### config.mk
export PLATFORM = sky130hd
export DESIGN_NAME = seq_mag_compare
export DESIGN_NICKNAME = d
export VERILOG_FILES = /design/src/rtl/seq_mag_compare.sv
export SDC_FILE = /design/constraint.sdc
export NUM_CORES = 1
export LEC_CHECK = 0
export ABC_AREA = 1
export CAP_MARGIN = 20
export CORE_MARGIN = 2
export CORE_UTILIZATION = 45
export CTS_CLUSTER_DIAMETER = 40
export CTS_CLUSTER_SIZE = 10
export DETAILED_ROUTE_END_ITERATION = 8
export GPL_ROUTABILITY_DRIVEN = 1
export HOLD_SLACK_MARGIN = 0.08
export PLACE_DENSITY = 0.71
export SLEW_MARGIN = 20
export SYNTH_ARGS = -nofsm -noshare
export SYNTH_HDL_FRONTEND = slang
export SYNTH_SLANG_ARGS = --single-unit
### constraint.sdc
create_clock -name clk -period 5.8 [get_ports clk]
set_input_delay 1.16 -clock clk [delete_from_list [all_inputs] [get_ports clk]]
set_output_delay 1.16 -clock clk [all_outputs]
set_load 0.01 [all_outputs]
### src/rtl/seq_mag_compare.sv
// Sequential magnitude comparator: compares two WIDTH-bit operands SLICE bits per
// clock, most-significant slice first, stopping at the first unequal slice.
module seq_mag_compare #(
  parameter  int WIDTH  = 16,
  parameter  int SLICE  = 4,
  localparam int NSLICE = WIDTH / SLICE,
  localparam int CW     = $clog2(NSLICE) + 1
) (
  input  logic             clk,
  input  logic             rst_n,
  input  logic             start,
  input  logic             signed_mode,
  input  logic [WIDTH-1:0] a,
  input  logic [WIDTH-1:0] b,
  output logic             busy,
  output logic             done,
  output logic             alb,
  output logic             aeb,
  output logic             agb,
  output logic [CW-1:0]    cycles
);

  localparam int IW = (NSLICE > 1) ? $clog2(NSLICE) : 1;

  if ((SLICE < 1) || (WIDTH < SLICE) || ((WIDTH % SLICE) != 0)) begin : g_bad_params
    $error("seq_mag_compare: WIDTH must be a positive multiple of SLICE");
  end

  typedef enum logic [1:0] {IDLE, CMP, DONE} state_t;

  state_t           state;
  logic [WIDTH-1:0] a_q;
  logic [WIDTH-1:0] b_q;
  logic             sm_q;
  logic [IW-1:0]    idx;
  logic [CW-1:0]    cnt;

  // Returns {a_gt_b, a_lt_b} for one slice. Flipping the sign bit of both slices
  // maps two's-complement ordering onto unsigned ordering.
  function automatic logic [1:0] slice_cmp(input logic [SLICE-1:0] sa,
                                           input logic [SLICE-1:0] sb,
                                           input logic             flip);
    logic [SLICE-1:0] xa;
    logic [SLICE-1:0] xb;
    xa = sa;
    xb = sb;
    if (flip) begin
      xa[SLICE-1] = ~xa[SLICE-1];
      xb[SLICE-1] = ~xb[SLICE-1];
    end
    return {(xa > xb), (xa < xb)};
  endfunction

  // Stage p0: current slice and its comparison result
  logic [SLICE-1:0] sa_p0;
  logic [SLICE-1:0] sb_p0;
  logic             flip_p0;
  logic [1:0]       res_p0;

  always_comb begin
    sa_p0   = a_q[idx*SLICE +: SLICE];
    sb_p0   = b_q[idx*SLICE +: SLICE];
    flip_p0 = sm_q && (idx == IW'(NSLICE - 1));
    res_p0  = slice_cmp(sa_p0, sb_p0, flip_p0);
  end

  // Stage p1: control FSM and registered result flags
  always_ff @(posedge clk or negedge rst_n) begin
    if (!rst_n) begin
      state  <= IDLE;
      a_q    <= '0;
      b_q    <= '0;
      sm_q   <= 1'b0;
      idx    <= '0;
      cnt    <= '0;
      busy   <= 1'b0;
      done   <= 1'b0;
      alb    <= 1'b0;
      aeb    <= 1'b0;
      agb    <= 1'b0;
      cycles <= '0;
    end else begin
      done <= 1'b0;
      if ((state != CMP) && start) begin
        a_q   <= a;
        b_q   <= b;
        sm_q  <= signed_mode;
        idx   <= IW'(NSLICE - 1);
        cnt   <= '0;
        alb   <= 1'b0;
        aeb   <= 1'b0;
        agb   <= 1'b0;
        busy  <= 1'b1;
        state <= CMP;
      end else if (state == CMP) begin
        if (res_p0 != 2'b00) begin
          agb    <= res_p0[1];
          alb    <= res_p0[0];
          cycles <= cnt + CW'(1);
          busy   <= 1'b0;
          done   <= 1'b1;
          state  <= DONE;
        end else if (idx == '0) begin
          aeb    <= 1'b1;
          cycles <= CW'(NSLICE);
          busy   <= 1'b0;
          done   <= 1'b1;
          state  <= DONE;
        end else begin
          idx <= idx - IW'(1);
          cnt <= cnt + CW'(1);
        end
      end else begin
        state <= IDLE;
      end
    end
  end

endmodule

Word-level counts from Yosys, hierarchy flattened
Index checks and enable logic that the tools add are counted.

Add/subtract/negate cells: 2. Multiply operators: 0. Divide/modulo/power cells: 0. $lt $le $gt $ge: 2. Equality and inequality tests: 6. Shift operators: 2. Multiplexer cells: 34. Bitwise operators: 3. Reductions and logical operators: 14.

Operators by type and width (number): variable part select 16 x 5 -> 4 bit (2); 2-to-1 mux 1 bit (20); 2-to-1 mux 3 bit (6); 2-to-1 mux 2 bit (8); nonzero test 2 bit (5); AND reduction 3 bit (3); > comparator 4 bit (1); < comparator 4 bit (1); inequality test 2 bit, second input constant (2); inequality test 4 x 2 -> 1 bit, second input constant (1); AND reduction 2 bit (2); adder 3 x 1 -> 3 bit, second input constant (1); inverter 1 bit (3); nonzero test 3 bit (1); == test 2 x 1 -> 1 bit, second input constant (1); == test 2 bit, second input constant (1); logical AND 1 bit (2); zero test 2 bit (1); inequality test 2 x 1 -> 1 bit, second input constant (1); subtractor 2 x 1 -> 2 bit, second input constant (1).

Bits in registers: 48. Latch bits: 0. Bits in writable memories: 0. Memory bits (read-only): 0. Input port bits: 36. Output and inout bits: 8. Word-level logic and storage cells: 75. Memories: 0.

Depth between registers and ports, before layout
Word-level depth: 8. Mapped depth: 16. Gate-level depth less buffers: 15.

Least setup slack after synthesis
No wires, ideal clock.

Path kind: register to register. Start point: reg idx[0]. End point: reg cycles[2]. Library setup time: 116 ps. Data arrival time: 1891 ps. Required time: 5684 ps. Path slack: 3793 ps. Cell stages (with the launch flop): 16. Buffers on the path: 2. Clock period less this slack: 2007 ps. Cell sequence: dfrtp_1 -> buf_2 -> inv_2 -> buf_4 -> nand2_1 -> a32o_1 -> ha_1 -> nand2_1 -> inv_1 -> nand3_1 -> inv_1 -> nand3_2 -> nand2_4 -> inv_2 -> nand2_1 -> nand2_1.

Longest elaborated chain between the ends: 7. Elaborated cells on any way between the ends: 15.

Ends and longest elaborated chain: from (decl) (RTL line 35) `logic [IW-1:0] idx;`; from (signal assigned) (RTL line 88) `idx <= IW'(NSLICE - 1);`; from (signal assigned) (RTL line 110) `idx <= idx - IW'(1);`; variable part select 16 x 5 -> 4 bit, or another cell as far along (RTL line 61) `sa_p0 = a_q[idx*SLICE +: SLICE];`; inverter 1 bit, or another cell as far along (RTL line 48) `xa[SLICE-1] = ~xa[SLICE-1];`; 2-to-1 mux 1 bit (RTL line 47) `if (flip) begin`; < comparator 4 bit or > comparator 4 bit (tied branches) (RTL line 51) `return {(xa > xb), (xa < xb)};`; nonzero test 2 bit (RTL line 96) `if (res_p0 != 2'b00) begin`; nonzero test 2 bit (no line); AND reduction 3 bit (no line); to (signal assigned) (RTL line 99) `cycles <= cnt + CW'(1);`; to (signal assigned) (RTL line 105) `cycles <= CW'(NSLICE);`; to (decl) (RTL line 20) `output logic [CW-1:0] cycles`.

Several ways; a longest one is shown, not always the timed one. A chain may end at the register's enable or synchronous reset.

Worst setup path after layout
Start point: reg idx[0]. End point: reg agb.

Longest elaborated chain between the ends: 7. Elaborated cells on any way between the ends: 16.

Ends and longest elaborated chain: variable part select 16 x 5 -> 4 bit, or another cell as far along (RTL line 61); inverter 1 bit, or another cell as far along (RTL line 48); 2-to-1 mux 1 bit (RTL line 47); > comparator 4 bit or < comparator 4 bit (tied branches) (RTL line 51); 2-to-1 mux 1 bit or nonzero test 2 bit (tied branches) (RTL line 96); 2-to-1 mux 1 bit or nonzero test 2 bit (tied branches); 2-to-1 mux 1 bit or AND reduction 2 bit (tied branches); to (signal assigned) (RTL line 97) `agb <= res_p0[1];`; to (decl) (RTL line 19) `output logic agb,`.

Several ways; a longest one is shown, not always the timed one. The select of a mux whose other input is x is not followed.

==> reports/summary.txt <==
Total gr overflow - 0
Share of layout cells above drive strength 1 - 5.901%
CTS max path bufs - 2
Post-Layout Cell Count - 392
Io pins - 44
Synth Net Count - 326
Vias in the first global route - 1673
Synth top area share - 51.86%
Crit-path max FO - 19
Most used DFF post-synth - dfrtp_1
Input/output buffers - 43
Routed WL - 4383 µm
Placement Rows - 26
Utilization after layout - 57.57%
Mean post-synth cell area - 8.184 µm²
Post-Syn Area - 2316 µm²
Critical path startpoint category - flop
Top-count cell post-synth - nand2_1
Setup slack, reg-to-reg - 3200 ps
Synth area leaders - dfrtp_1, nand2_1, ha_1, nand3_1, o21ai_0
Distinct cells, synth - 22
RePlAce Congestion - 0.7414
CP Data Arrival Time - 2790 ps
Type of the worst min-delay path - flop to flop
Slew Limit Fails - 0
Antenna Cells - 0
EDFF count, synth - 0
Total Neg Setup Slack - 0 ps
Fmax - 384.6 MHz
Iteration-0 DRC Markers - 140
Met3 usage - 3.836%
RSZ-0062 raised after global routing - no
Die X - 75.74 µm
Max_cap viols - 0
Starting Density - 45.93%
Final layout net count - 364
P_leak - 0.001490 µW
PD cells - 551.0 nW/µm²
Total number of vias - 1827
Worst hold margin - 474.5 ps
Synth Register Bits - 48
Post-DR vias/cell - 4.661
Post-detailed-route wirelength per cell - 11.18 µm
Max H-tree Level - 2
WS Path Type - flop to flop
Core ar. - 5042 µm²
Post-CTS Hold Buffers - 0
Final hold viol count - 0
Die Span Y - 75.74 µm
Total DRC errors in the routed layout - 0
Area Overhead vs Synth - 25.34%
Worst setup margin - 3200 ps
Detailed Routing Iterations Pass 1 - 5
Total die area - 5737 µm²
Headroom to the max-slew limit - 59.12%
Routed Antenna Nets - 0
Largest net degree at the start of global routing - 49
Worst-Margin Slew - 613.2 ps
Setup Buffers After CTS - 0
YS warnings - 0
Setup violations, final - 0
Met1 Use GR - 24.26%
Outcome - finished clean
Clk pin slew, worst setup/hold paths - 80 ps
Post-synthesis sequential area ratio - 51.86%
Total track usage - 17.65%
CTS sink cnt - 48
Maximum VDD drop - 192.0 µV
Largest area contributor in the netlist - dfrtp_1
Total CTS buffers - 5
GRT busiest layer - met2
Cells after synthesis - 283
Final HPWL DP - 2995 µm
Commonest cells in the synthesized netlist - nand2_1, dfrtp_1, nand3_1
Tmin final - 2600 ps
Setup Skew - 5.058 ps
# resized after CTS - 0
Clk Latency, worst-skew pair - 300 ps
Req. time, crit path - 5990 ps
Crit share post-route - 44.83%
Antenna violations before repair - 0
Pre-CTS setup slack - 2933 ps
CTS tree - built
Placed insts - 384
Global-route wire length before repair - 7617 µm
Root Driver - clkbuf_8
Async set-reset flop share out of synthesis - 100.0%
CP endpoint kind - flop
Met2 usage - 27.49%
-- state kept, by name (all words and copies together), names as in the netlist, 2 cells and up --
signal	count
a_q	16
b_q	16
cnt	3
cycles	3
idx	2
state	2
-- worst max-delay path, cell delays in order, from the launching register on --
cell,delay (ps)
dfrtp_1,740
inv_2,280
nand2_1,120
nand3_1,70
nand2_1,100
xor2_1,150
ha_1,260
a21oi_1,220
nand2_1,140
nand2_1,140
nand2_1,110
nand3_1,90
nand2_1,60
-- final timing paths --
| kind | cells after the start | end | from |
|---|---|---|---|
| min | 2 | cycles[1] | cycles[1] |
| max in group asynchronous | 1 | sm_q | rst_n |
| min in group asynchronous | 1 | b_q[8] | rst_n |
| min reg2reg | 2 | cycles[1] | cycles[1] |
| max reg2reg | 12 | agb | idx[0] |
| max | 12 | agb | idx[0] |
-- per-layer routing --
layer,wire (µm),vias up
met5,0,-
met4,50,0
met3,228,5
met2,2038,48
met1,2065,816
li1,-,958
-- final cells by class --
| type | count | area, µm² |
|---|---|---|
| Timing Repair Buffer | 43 | 427.9 |
| Tap cell | 70 | 87.58 |
| Multi-Input combinational cell | 207 | 967.2 |
| Clock inverter | 3 | 90.09 |
| Inverter | 16 | 60.06 |
| Fill cell | 472 | 2140 |
| Clock buffer | 5 | 68.82 |
| Sequential cell | 48 | 1201 |
-- cell usage in the layout (no fill, tap or decap) --
cell and instances:
a32o_1 3, xor2_1 1, nand2_1 150, nand4_2 1
inv_1 12, a21oi_1 4, xnor2_1 2, nand3_1 14
nor2_8 1, clkdlybuf4s50_1 42, nor2_4 1, dfrtp_1 48
o22ai_1 3, nand3_2 2, bufinv_16 3, ha_1 7
nor2_1 7, inv_2 4, o21ai_0 9, clkbuf_8 5
buf_4 1, o21ai_1 1, nand2_4 1
-- report_power, final --
group	switching (µW)	leakage, µW	internal, µW
Sequential	98.5	0.000595	482
Combinational	415	0.000817	279
Clock	109	0.0000784	215
-- kinds of logic (layout without fill, tap and decap cells) --
logic type | after synthesis | after routing | share of synthesized area (%)
AND/OR/NAND/NOR | 177 | 177 | 31.71
flip-flops | 48 | 48 | 51.86
XOR/XNOR | 3 | 3 | 1.135
adder cells (fa/ha/maj) | 7 | 7 | 3.782
AO/OA/AOI/OAI | 20 | 20 | 5.132
buffers and inverters | 28 | 67 | 6.374
-- stage by stage --
stage | power [µW] | area [µm²]
2_1_floorplan | 1112 | 2316
3_5_place_dp | 1288 | 2741
3_3_place_gp | 1264 | 2741
4_1_cts | 1622 | 2900
5_1_grt | 1749 | 2903
6_report | 1599 | 2903
Power figures use the tool's default switching activity.
==> patch: new RTL, same settings <==
Encoding of `state_t`: now one-hot (3 bits for 3 states).
--- a/src/rtl/seq_mag_compare.sv
+++ b/src/rtl/seq_mag_compare.sv
@@ -28,3 +28,3 @@
 
-  typedef enum logic [1:0] {IDLE, CMP, DONE} state_t;
+  typedef enum logic [2:0] {IDLE = 3'b001, CMP = 3'b010, DONE = 3'b100} state_t;
 
Function: no difference found for any inputs over 10 cycles, from zero or initial values and one cycle with rst_n low; not proved beyond that.
==> patch against the unedited design <==
- worst setup slack got worse by 0.017 ns
- design area is 0.95% higher
- routed wire length increased by 3.0%
- synthesized cell count grew 0.35%
- power shrank 15%
- count of clock-buffer cells in the layout is 2 higher
- area after synthesis rose by 3.7%
- sequential cell count up 1
- critical path type unchanged
- critical endpoint is now cycles[0]
==> patch: results (changes against the unedited design) <==
Detailed routing
  • Wl on met1: 2100 um (+1.7%)
  • Met3 wire len: 157 um (-31%)
  • DR pass1 iterations: 4 (-1)
  • Vias: 1828 (+0.055%)
  • Initial DRC count: 120 (-14%)
  • Met2 WL: 2210 um (+8.2%)
  • Final WL: 4510 um (+3.0%)

Yosys
  • Adder-cell share of the synthesized area: 3.65% (-0.13 points)
  • Post-synth net total: 327 (+0.31%)
  • Seq/Total Area, Yosys: 51.1% (-0.74 points)
  • Post-synthesis compound-gate area fraction: 4.74% (-0.39 points)
  • Top cells by area, synth: dfrtp_1 (50%), nand2_1 (20%), nand2_2 (5.5%)
  • Yosys cell types: 25 (+14%)
  • XOR/XNOR Fraction of Synth Area: 1.09% (-0.040 points)
  • YS warnings: 0 (unchanged)

Final layout
  • Nets: 366 (+0.55%)
  • FILL cells: 506 (+7.2%)
  • Post-route cell area: 2930 um2 (+0.95%)

Timing
  • Slew of the pin with the lowest slew margin: 0.615 ns (+0.00143 ns)
  • Clk_skew: 0.00492 ns (-0.000142 ns)
  • Hold_ws: 0.472 ns (-0.00209 ns)

Critical path
  • Setup crit end: cycles[0]
  • Reg2Reg Setup Slack: 3.18 ns (-0.02 ns)
  • Arrival time at the worst endpoint: 2.80 ns (about the same)
  • RR Startpoint: idx[0]

Worst hold path
  • Hold Crit Start: busy
  • Worst Hold Class: flop to flop

CTS
  • Cts bufs inserted: 5 (unchanged)
  • Bufs on Longest Clock Path: 2 (unchanged)

Pwr
  • Leakage Power: 1.50 nW (+0.47%)
  • Max rail drop VDD: 194 uV (+1.3%)

Placed design
  • DP HPWL: 3160 um (+5.6%)
  • Dpl ws: 3.01 ns (+0.0807 ns)
  • Placed Area: 2810 um2 (+2.6%)

Status
  • Status: complete, no violations

Global route
  • Largest net degree at the start of global routing: 50 (+2.0%)
  • Via count of the first global-routing pass: 1845 (+10%)
  • First-pass GRT wire length: 8160 um (+7.1%)
## patch: changes by cell type after synthesis, moves of 2 or more
| cell | before | now |
|---|---|---|
| buf_12 | 0 | 3 |
| buf_6 | 4 | 0 |
| inv_2 | 4 | 2 |
| nand2_1 | 150 | 131 |
| nand2_2 | 0 | 21 |
| nand3_1 | 14 | 16 |
| nand3_2 | 2 | 0 |
| o21ai_0 | 9 | 7 |
## patch: stage by stage
step / total power [mW] / utilization [%] / cells
after floorplan: 0.986 / - / 284
after global routing: 1.50 / 57.0 / 394
after CTS: 1.38 / 57.0 / 394
after detailed placement: 1.13 / 54.7 / 386
after global placement: 1.11 / 54.7 / 386
final: 1.37 / 57.0 / 394
## patch: report_power, final
| group | switching [mW] | internal [mW] | total, mW |
|---|---|---|---|
| registers | 0.0873 | 0.463 | 0.550 |
| clock network | 0.109 | 0.141 | 0.249 |
| logic | 0.333 | 0.233 | 0.566 |
| total | 0.529 | 0.836 | 1.37 |
## patch: worst register-to-register path, stage by stage, from the launching register on
cell and delay, ns:
dfrtp_1 0.74, inv_2 0.29, nand2_1 0.12, nand3_1 0.06, nand2_1 0.10, xor2_1 0.16
ha_1 0.26, a21oi_1 0.18, nand2_1 0.12, nand3_1 0.14, nand2_2 0.16, nand2_1 0.09
o21ai_0 0.08
## patch: cell type report
| type | instances | share of cell area [%] |
|---|---|---|
| Sequential cell | 49 | 41.9 |
| Clock buffer | 7 | 2.95 |
| Tap cell | 70 | 2.99 |
| Clock inverter | 1 | 1.02 |
| Multi-Input combinational cell | 208 | 34.2 |
| Timing Repair Buffer | 43 | 14.6 |
| Inverter | 16 | 2.39 |
## patch: routing by layer
metal / vias up / GRT usage (%)
li1: 962 / -
met1: 824 / 22.2
met2: 35 / 29.4
met3: 7 / 3.29
met4: 0 / 4.29
met5: - / 0
